<file path="src/rtl/input_debounce.sv">
// Switch/button conditioner: 2-flop synchronisers plus independent per-bit debounce
// for six data inputs and one interrupt switch, with edge pulse and change strobe.
module input_debounce #(
    parameter int DB_COUNT = 50000,
    parameter int CNT_W    = 16
) (
    input  logic       clk,
    input  logic       rst,
    input  logic [5:0] raw_in,
    input  logic       raw_int,
    output logic [5:0] di,
    output logic       int_lvl,
    output logic       int_pulse,
    output logic       chg
);

    localparam int             NCH     = 7;
    localparam logic [CNT_W-1:0] CNT_MAX = CNT_W'(DB_COUNT - 1);

    logic [NCH-1:0]   raw_all;
    logic [NCH-1:0]   s1_q, s1_d;
    logic [NCH-1:0]   s2_q, s2_d;
    logic [NCH-1:0]   st_q, st_d;
    logic [NCH-1:0]   st_prev_q, st_prev_d;
    logic [CNT_W-1:0] cnt_q [NCH];
    logic [CNT_W-1:0] cnt_d [NCH];
    logic             int_pulse_q, int_pulse_d;
    logic             chg_q, chg_d;

    // Channel 6 is the interrupt switch; channels 5..0 are the data bits.
    assign raw_all = {raw_int, raw_in};

    always_comb begin
        s1_d      = raw_all;
        s2_d      = s1_q;
        st_d      = st_q;
        st_prev_d = st_q;
        for (int i = 0; i < NCH; i++) begin
            cnt_d[i] = '0;
            if (s2_q[i] != st_q[i]) begin
                if (cnt_q[i] == CNT_MAX) begin
                    st_d[i] = s2_q[i];
                end else begin
                    cnt_d[i] = cnt_q[i] + CNT_W'(1);
                end
            end
        end
        // Edge detection compares the stable level against its one-cycle-old copy,
        // so both strobes land one edge after the stable register flips.
        chg_d       = |(st_q[5:0] ^ st_prev_q[5:0]);
        int_pulse_d = st_q[6] & ~st_prev_q[6];
    end

    always_ff @(posedge clk) begin
        if (rst) begin
            s1_q        <= '0;
            s2_q        <= '0;
            st_q        <= '0;
            st_prev_q   <= '0;
            int_pulse_q <= 1'b0;
            chg_q       <= 1'b0;
            for (int i = 0; i < NCH; i++) begin
                cnt_q[i] <= '0;
            end
        end else begin
            s1_q        <= s1_d;
            s2_q        <= s2_d;
            st_q        <= st_d;
            st_prev_q   <= st_prev_d;
            int_pulse_q <= int_pulse_d;
            chg_q       <= chg_d;
            for (int i = 0; i < NCH; i++) begin
                cnt_q[i] <= cnt_d[i];
            end
        end
    end

    assign di        = st_q[5:0];
    assign int_lvl   = st_q[6];
    assign int_pulse = int_pulse_q;
    assign chg       = chg_q;

endmodule

</file>
<file path="config.mk">
export PLATFORM = sky130hd
export DESIGN_NAME = input_debounce
export DESIGN_NICKNAME = d
export VERILOG_FILES = /design/src/rtl/input_debounce.sv
export SDC_FILE = /design/constraint.sdc
export NUM_CORES = 1
export LEC_CHECK = 0
export BUFFER_PORTS_ARGS = -buffer_cell sky130_fd_sc_hd__buf_4
export CORE_MARGIN = 3
export CORE_UTILIZATION = 55
export CTS_CLUSTER_DIAMETER = 120
export CTS_CLUSTER_SIZE = 20
export DETAILED_ROUTE_END_ITERATION = 10
export HOLD_SLACK_MARGIN = 0.12
export PLACE_DENSITY_LB_ADDON = 0.1
export SETUP_SLACK_MARGIN = 0.02
export SLEW_MARGIN = 20
export SYNTH_ARGS = -nofsm -noshare
export SYNTH_HDL_FRONTEND = slang
export SYNTH_SLANG_ARGS = --single-unit
</file>
<file path="constraint.sdc">
create_clock -name clk -period 5.12 [get_ports clk]
set_input_delay 1.536 -clock clk [delete_from_list [all_inputs] [get_ports clk]]
set_output_delay 1.536 -clock clk [all_outputs]
set_load 0.005 [all_outputs]
</file>
==> flow_summary_export.csv, run 1 <==
group,metric,value,unit
run_status,status,"complete, no violations",
route,detail_route.wl_per_cell,12.77,µm
synth,synth-edff-count,0,
synth,ys_ff_latch,142,
synth,synthFlopType,"dfxtp_1",
worst_setup_path,worstSetupEndpointType,"output port",
placed_design,gp_congestion,0.8117,
worst_setup_path,max_stage_delay,450,ps
die,core_area,10420,µm²
finish,area.growth.synth_to_final,14.09,%
sta,setup_viol,0,
clock_network,cts_htree_levels,4,
synth,synth.yosys.seq_area_share,0.4793,
finish,final_nets,679,
sta,rsz0062_at_grt,"false",
power,static-leakage-power,2.249,nW
placed_design,hpwl,6.968,mm
synth,post-synth-top-count-cell,"dfxtp_1",
sta,final-max-slew-violation-count,0,
worst_setup_path,crit_slowest_cell,"dfxtp_1",
die,dieHeight,109.8,µm
clock_network,clock_tree.buffer_depth,2,
finish,antenna-diode-count,0,
route,vias_per_cell,5.344,
route,drt-total-wl,10.37,mm
synth,synthesis.instances,643,
placed_design,placement.setup.worst_slack,2465,ps
sta,post-route-min-period,2655,ps
die,placement_rows,37,
worst_setup_path,path_buf_inv,1,
sta,worstMarginPinSlew,464.8,ps
worst_setup_path,critical_path_class,"reg2out",
worst_setup_path,cp_top_family,"flip-flops",
sta,highest_attainable_clock_frequency,376.7,MHz
clock_network,cts_tree,"yes",
clock_network,clkLatencyLatePin,510,ps
synth,syn_area_per_cell,9.223,µm²
route,number_of_vias_after_detailed_routing,4339,
worst_setup_path,crit_path_launch_type,"register",
grt,initial_antenna_violation_count,0,
min_path,end_point_of_the_most_critical_hold_path,"int_pulse$_SDFF_PP0_",
synth,asyncSetResetFlopFracSynth,0,
synth,synth_top_area_cell,"dfxtp_1",
power,power,2.406,mW
worst_setup_path,cp_max_fo,5,
clock_network,tritoncts_num_sinks,142,
route,detail-route-antenna-nets,0,
clock_network,tritoncts.num_buffers,17,
worst_setup_path,timing.reg2reg.worst_path_depth,5,
clock_network,clock-root-buffer,"clkbuf_8",
route,detail_route.iter0.violations,255,
die,ios,18,
clock_network,cts_hold_repair.buffers,0,
grt,grt_start_max_net_pins,44,
min_path,timing.hold.worst.class,"reg2reg",
worst_setup_path,cp_cell_sequence,"buf_4",
grt,globalRouteTotalUtil,0.1894,
synth,mappedNetlistArea,5931,µm²
power,powerDensity,355.6,nW/µm²
die,floorplan.die_area,12060,µm²
sta,crit_share_post_route,0.5185,
synth,synthesis.yosys.warnings,0,
worst_setup_path,r2r_setup_slack,3090,ps
sta,hold_viol,0,
synth,netlist_top_cells_count,"dfxtp_1 (142), nor2_1 (102), xnor2_1 (69)",
synth,synth_largest_type_area_fraction,0.4793,
sta,finalSetupTns,0,ps
grt,grt_pass1_vias,4077,
clock_network,cts.clk_slew.worst_paths,60,ps
sta,postLayoutSetupSlackWorst,2465,ps
finish,share_of_cells_above_drive_strength_1,0.09172,
die,start_util,0.5694,
worst_setup_path,logic_depth_of_the_worst_setup_path_including_buffers,1,
sta,tightest_hold_margin,405.7,ps
grt,wire_length_of_the_first_global_routing_pass,18.27,mm
placed_design,place.port_buffers,17,
synth,mappedNetlistNets,659,
grt,grt.overflow.total,0,
route,drc,0,
synth,ys_types,35,
die,die_w,109.8,µm
sta,final_worst_clock_skew,5.453,ps
route,drt-pass1-iter-count,4,
synth,netlist_top_cells_area,"dfxtp_1 (48%), xnor2_1 (10%), nor2_1 (6.5%), xor2_1 (4.9%), nand4_1 (4.1%)",
worst_setup_path,critPathRequiredTime,3580,ps
worst_setup_path,rr_startpoint,"cnt_q[6][0]$_SDFF_PP0_",
flow_run,count_of_max_cap_constraint_violations,0,
min_path,count_of_cells_along_the_worst_hold_path,1,
worst_setup_path,cp_data_arrival_time,1120,ps
clock_network,cts_setup_buffers,0,
worst_setup_path,rr_endpoint,"cnt_q[6][5]$_SDFF_PP0_",
min_path,worstHoldStart,"st_prev_q[6]$_SDFF_PP0_",
power,peak_vdd_ir,0.0002756,V
clock_network,cts_resized,0,
sta,max_slew_margin,0.6894,
-- how the worst max path moves through the flow --
stage	startpoint	endpoint	slack, ps
after floorplan	rst	cnt_q[2][10]$_SDFF_PP0_	2430
after global placement	rst	cnt_q[1][9]$_SDFF_PP0_	2520
after detailed placement	rst	cnt_q[0][13]$_SDFF_PP0_	2460
after CTS	st_prev_d[1]$_SDFFE_PP0P_	di[1]	2430
after global routing	st_prev_d[1]$_SDFFE_PP0P_	di[1]	2410
final	st_prev_d[1]$_SDFFE_PP0P_	di[1]	2470
-- metrics by stage --
step | instances | utilization | instance area (µm²)
3_5_place_dp | 780 | 0.5908 | 6153
4_1_cts | 812 | 0.6496 | 6766
5_1_grt | 812 | 0.6496 | 6766
3_3_place_gp | 780 | 0.5908 | 6153
6_report | 812 | 0.6496 | 6766
2_1_floorplan | 643 | - | 5931
-- cells by family after synthesis --
logic type / count (synthesis) / synth area share
AND/OR/NAND/NOR: 341 / 0.3084
adder cells (fa/ha/maj): 7 / 0.01477
flip-flops: 142 / 0.4793
XOR/XNOR: 102 / 0.1506
multiplexers: 7 / 0.01181
AO/OA/AOI/OAI: 19 / 0.01667
buffers and inverters: 25 / 0.01835
-- flip-flops by register name, indices dropped and copies added, names as in the netlist --
name / flops
int_pulse: 1
st_prev_q: 7
cnt_q: 112
st_prev_d: 7
s2_q: 7
chg: 1
s1_q: 7
-- layout by cell type (no fill, tap or decap), drive strengths merged, types with 8 or more instances in the layout --
cell type  synthesis  layout
dfxtp            142     142
nor2             112     112
xnor2             69      69
nand4             39      39
xor2              33      33
nand3             31      31
nand2             31      31
and3              23      23
nor3              22      22
nor2b             22      22
nor4              22      22
clkbuf            13      22
buf                3      17
inv                9      10
or3                9       9
a21oi              9       9
o21ai              8       8
-- report_power, final --
part	internal, mW	switching (mW)
sequential	1.11	0.00378
combinational	0.00939	0.0147
clock	0.817	0.449
total	1.94	0.468
-- layer usage --
metal	GRT usage	vias up	wire length, µm
met5	0	-	0
met4	0.07569	0	155
met3	0.04580	14	296
met2	0.3063	62	4853
met1	0.2428	1985	5062
li1	-	2278	-
-- layout make-up --
cell class,instances,area (µm²)
Clock buffer,22,452.9
Clock inverter,10,160.2
Fill cell,900,3650
Inverter,9,33.78
Multi-Input combinational cell,476,2979
Sequential cell,142,2843
Tap cell,136,170.2
Timing Repair Buffer,17,127.6
(Power assumes the default switching activity.)
==> inputs of run 2 (changes only) <==
Clock period 5.12 ns to 2.5 ns, I/O delays scaled along.
==> run 2 against run 1 <==
Cell area increased by 0.57%. Sequential share of layout area is 0.24 points lower. Cell count is the same. Register-to-register slack got worse by 2600 ps. Utilization increased by 0.37 points. Clock power increased by 110%. Clock skew is 1.4 ps higher. Setup slack got worse by 1900 ps. Routed wire length decreased by 1.4%. Worst hold slack better by 1.8 ps. Critical endpoint is now cnt_q[6][5]$_SDFF_PP0_. Largest cell class unchanged.
==> flow_summary_export.csv, run 2 (synthesis results as in run 1) <==
group,metric,value,unit
worst_setup_path,crit_path_launch_type,"register",
grt,grt_pass1_vias,4137,
placed_design,hpwl,6.873,mm
worst_setup_path,path_buf_inv,0,
route,detail_route.wl_per_cell,12.58,µm
placed_design,gp_congestion,0.8352,
finish,antenna-diode-count,0,
die,core_area,10420,µm²
grt,globalRouteTotalUtil,0.1852,
clock_network,clock-root-buffer,"clkbuf_8",
die,die_w,109.8,µm
worst_setup_path,cp_cell_sequence,"ha_1 > nand3_1 > or4_4 > nand2_2 > nor2_1",
sta,crit_share_post_route,0.7937,
power,clkPwrFrac,0.537,
sta,highest_attainable_clock_frequency,504.0,MHz
finish,regMostFlops,"cnt_q",
die,ios,18,
finish,layout_commonest_cell,"dfxtp_1",
route,vias_per_cell,5.395,
clock_network,cts_hold_repair.buffers,0,
finish,largest_reg_flops,112,
worst_setup_path,max_stage_delay,600,ps
die,start_util,0.5694,
sta,hold_viol,0,
sta,final-max-slew-violation-count,0,
route,route.layer.met1.wl,5.103,mm
sta,final_worst_clock_skew,6.837,ps
clock_network,tritoncts.num_buffers,17,
finish,share_of_cells_above_drive_strength_1,0.09467,
sta,worstMarginPinSlew,460.5,ps
worst_setup_path,cp_max_fo,14,
route,detail_route.iter0.violations,269,
sta,rsz0062_at_grt,"false",
clock_network,clkLatencyLatePin,520,ps
grt,grt_start_max_net_pins,38,
route,number_of_vias_after_detailed_routing,4381,
grt,wire_length_of_the_first_global_routing_pass,18.00,mm
die,floorplan.die_area,12060,µm²
clock_network,cts_htree_levels,4,
clock_network,cts_tree,"yes",
route,detail-route-antenna-nets,0,
clock_network,cts_setup_buffers,0,
clock_network,cts_resized,0,
worst_setup_path,cp_data_arrival_time,2380,ps
finish,final_util,0.6533,
power,power.sequential.fraction,0.453,
sta,max_slew_margin,0.6923,
clock_network,cts.clk_slew.worst_paths,60,ps
min_path,timing.hold.worst.class,"reg2reg",
power,p_comb_frac,0.010,
worst_setup_path,critical_path_class,"reg2reg",
placed_design,place.port_buffers,17,
sta,post-route-min-period,1984,ps
finish,area.growth.synth_to_final,14.75,%
power,static-leakage-power,2.268,nW
route,drt-total-wl,10.22,mm
worst_setup_path,crit_slowest_cell,"or4_4",
power,peak_vdd_ir,0.0005893,V
worst_setup_path,critPathRequiredTime,2900,ps
sta,setup_viol,0,
power,power.switching,0.9510,mW
die,placement_rows,37,
grt,grt.overflow.total,0,
run_status,status,"complete, no violations",
power,power,5.044,mW
finish,final_nets,680,
flow_run,count_of_max_cap_constraint_violations,0,
clock_network,tritoncts_num_sinks,142,
route,drc,0,
finish,most-common-layout-cells,"dfxtp_1 (142), nor2_1 (102), xnor2_1 (69)",
route,routed-wl-met2,4.632,mm
power,powerDensity,741.1,nW/µm²
route,met3RoutedLength,349,µm
clock_network,clock_tree.buffer_depth,2,
route,drt-pass1-iter-count,5,
power,cell_internal_pwr,4.093,mW
power,switching_share,0.1886,
grt,initial_antenna_violation_count,0,
route,routed.top_layer,"met4",
die,dieHeight,109.8,µm
worst_setup_path,cp_top_family,"simple AND/OR/NAND/NOR gates",
sta,finalSetupTns,0,ps
worst_setup_path,worstSetupEndpointType,"register",
run 2: routing by layer:
metal,global-route usage,vias to the layer above
met5,0,-
met4,0.06946,0
met3,0.05696,10
met2,0.2916,48
met1,0.2384,2047
li1,-,2276
run 2: metrics by stage:
| step | std cells | instance area [µm²] | hold WS (ps) | setup slack, ps |
|---|---|---|---|---|
| after floorplan | 643 | 5931 | 367.4 | 593.2 |
| after global placement | 781 | 6161 | 404.5 | 587.2 |
| after detailed placement | 781 | 6161 | 405.0 | 501.4 |
| after CTS | 812 | 6805 | 409.3 | 503.6 |
| after global routing | 812 | 6805 | 429.4 | 332.1 |
| final | 812 | 6805 | 407.5 | 515.7 |
run 2: worst paths after layout:
| kind | slack [ps] | cells past startpoint | endpoint | from |
|---|---|---|---|---|
| setup reg to reg | 520 | 5 | cnt_q[6][5]$_SDFF_PP0_ | cnt_q[6][0]$_SDFF_PP0_ |
| hold / removal | 410 | 1 | int_pulse$_SDFF_PP0_ | st_prev_q[6]$_SDFF_PP0_ |
| setup / recovery | 520 | 5 | cnt_q[6][5]$_SDFF_PP0_ | cnt_q[6][0]$_SDFF_PP0_ |
| hold reg to reg | 410 | 1 | int_pulse$_SDFF_PP0_ | st_prev_q[6]$_SDFF_PP0_ |
run 2: power groups by stage:
| stage | Clock [mW] | Sequential [mW] | Combinational, mW |
|---|---|---|---|
| after floorplan | 0 | 2.33 | 0.0371 |
| after global placement | 0 | 2.33 | 0.0506 |
| after detailed placement | 0 | 2.33 | 0.0518 |
| after CTS | 2.76 | 2.29 | 0.0519 |
| after global routing | 2.86 | 2.29 | 0.0582 |
| final | 2.71 | 2.29 | 0.0510 |
run 2: area by class of cell:
class | count | area, µm²
sequential | 142 | 2843
fill | 866 | 3611
timing repair buffer | 18 | 135.1
clock buffer | 21 | 459.2
inverter | 9 | 33.78
tap | 136 | 170.2
multi-input combinational | 476 | 2979
clock inverter | 10 | 185.2
==> inputs of run 3 (changes only) <==
Clock period 2.5 ns to 2 ns, I/O delays scaled along.
==> run 3 against run 2 <==
Cell area is 0.40% lower. Fmax is 3.9% higher. Critical path type unchanged. Clock skew is 0.51 ps lower. Routed wire length is 0.26% higher. Highest routed layer unchanged. Global-route usage is 0.13 points higher. Total power is 17% higher. Combinational power is 31% higher. Sequential power is 25% higher. Flip-flop and latch count stayed put. Clock power is 9.2% higher. Die area stayed put. Critical endpoint is now cnt_q[6][4]$_SDFF_PP0_. Utilization is 0.26 points lower.
==> flow_summary_export.csv, run 3 (synthesis results as in run 1) <==
group,metric,value,unit
run_status,status,"complete, no violations",
worst_setup_path,r2r_setup_slack,90,ps
finish,area_of_the_multi_input_gates,2979,µm²
worst_setup_path,worst_setup_path_endpoint,"cnt_q[6][4]$_SDFF_PP0_",
finish,layout.area.seq,2843,µm²
finish,area.growth.synth_to_final,14.28,%
placed_design,gp_congestion,0.8320,
finish,regMostFlops,"cnt_q",
placed_design,placement.setup.worst_slack,81.79,ps
finish,layout_commonest_cell,"dfxtp_1",
clock_network,cts_hold_repair.buffers,0,
sta,tightest_hold_margin,295.8,ps
route,detail-route-antenna-nets,0,
grt,grt_pass1_vias,4105,
route,drc,0,
die,die_w,109.8,µm
finish,antenna-diode-count,0,
sta,final_worst_clock_skew,6.330,ps
clock_network,tritoncts_num_sinks,142,
sta,hold_viol,0,
worst_setup_path,critPathRequiredTime,2390,ps
worst_setup_path,timing.reg2reg.worst_path_depth,4,
route,detail_route.iter0.violations,230,
die,dieHeight,109.8,µm
sta,max_slew_margin,0.6876,
power,static-leakage-power,2.245,nW
worst_setup_path,rr_startpoint,"cnt_q[6][12]$_SDFF_PP0_",
grt,wire_length_of_the_first_global_routing_pass,18.03,mm
grt,globalRouteTotalUtil,0.1865,
finish,most-common-layout-cells,"dfxtp_1 (142), nor2_1 (102), xnor2_1 (69)",
worst_setup_path,critical_path_class,"reg2reg",
finish,share_of_cells_above_drive_strength_1,0.1054,
power,powerDensity,868.0,nW/µm²
die,floorplan.die_area,12060,µm²
clock_network,clock_tree.buffer_depth,2,
sta,crit_share_post_route,0.9546,
clock_network,cts_htree_levels,4,
die,core_area,10420,µm²
die,placement_rows,37,
finish,final_nets,686,
power,peak_vdd_ir,0.0007508,V
sta,post-route-min-period,1909,ps
grt,grt_start_max_net_pins,30,
grt,grt.overflow.total,0,
min_path,timing.hold.worst.class,"in2reg",
clock_network,cts_resized,0,
worst_setup_path,worst_setup_startpoint,"cnt_q[6][12]$_SDFF_PP0_",
clock_network,clock-root-buffer,"clkbuf_8",
flow_run,count_of_max_cap_constraint_violations,0,
worst_setup_path,cp_max_fo,14,
route,detail_route.wl_per_cell,12.51,µm
sta,rsz0062_at_grt,"false",
placed_design,place.port_buffers,17,
die,ios,18,
sta,finalSetupTns,0,ps
worst_setup_path,cp_data_arrival_time,2300,ps
route,number_of_vias_after_detailed_routing,4381,
sta,highest_attainable_clock_frequency,523.8,MHz
route,drt-pass1-iter-count,4,
power,power,5.883,mW
grt,initial_antenna_violation_count,0,
finish,largest_reg_flops,112,
die,start_util,0.5694,
clock_network,cts_setup_buffers,0,
clock_network,clkLatencyLatePin,520,ps
clock_network,tritoncts.num_buffers,17,
finish,final_util,0.6507,
placed_design,hpwl,7.068,mm
sta,postLayoutSetupSlackWorst,90.80,ps
clock_network,cts_tree,"yes",
finish,fillers,854,
worst_setup_path,crit_path_launch_type,"register",
worst_setup_path,rr_endpoint,"cnt_q[6][4]$_SDFF_PP0_",
sta,final-max-slew-violation-count,0,
clock_network,cts.clk_slew.worst_paths,60,ps
sta,setup_viol,0,
route,drt-total-wl,10.25,mm
sta,worstMarginPinSlew,467.5,ps
route,vias_per_cell,5.349,
worst_setup_path,worstSetupEndpointType,"register",
## run 3: final cells by class
type                            instances  share of cell area
Clock inverter                         13             0.01920
Multi-Input combinational cell        476              0.4395
Timing Repair Buffer                   24             0.02658
Clock buffer                           19             0.06517
Sequential cell                       142              0.4194
Tap cell                              136             0.02511
Inverter                                9            0.004984
## run 3: report_power, final
group          internal (mW)  leakage [nW]  switching, mW
logic                 0.0277         0.836         0.0389
registers               2.85          1.15        0.00992
clock network           1.74         0.262           1.22
## run 3: stage by stage
stage               instance area (µm²)  std cells
floorplan                          5931        643
global placement                   6206        787
detailed placement                 6206        787
CTS                                6778        819
global route                       6778        819
finish                             6778        819
## run 3: how the worst min path moves through the flow
stage,to,slack [ps],cells after the start,from
3_3_place_gp,int_pulse$_SDFF_PP0_,370,1,st_prev_q[6]$_SDFF_PP0_
4_1_cts,s1_q[6]$_SDFF_PP0_,270,2,raw_int
6_report,s1_q[6]$_SDFF_PP0_,300,2,raw_int
2_1_floorplan,int_pulse$_SDFF_PP0_,370,1,st_prev_q[6]$_SDFF_PP0_
5_1_grt,s1_q[2]$_SDFF_PP0_,280,2,raw_in[2]
3_5_place_dp,int_pulse$_SDFF_PP0_,370,1,st_prev_q[6]$_SDFF_PP0_
## run 3: per-layer routing
layer / vias to the layer above / global-route usage / share of wire / routed length (µm)
met3: 12 / 0.06107 / 0.033 / 339
li1: 2294 / - / - / -
met5: - / 0 / 0 / 0
met4: 0 / 0.07391 / 0.013 / 134
met2: 51 / 0.2925 / 0.45 / 4626
met1: 2024 / 0.2371 / 0.50 / 5145
## run 3: critical path, stage by stage, from the launching register on
cell	delay (ps)
dfxtp_1	340
or4b_1	530
or4_4	520
nand2_2	300
nor2_1	90
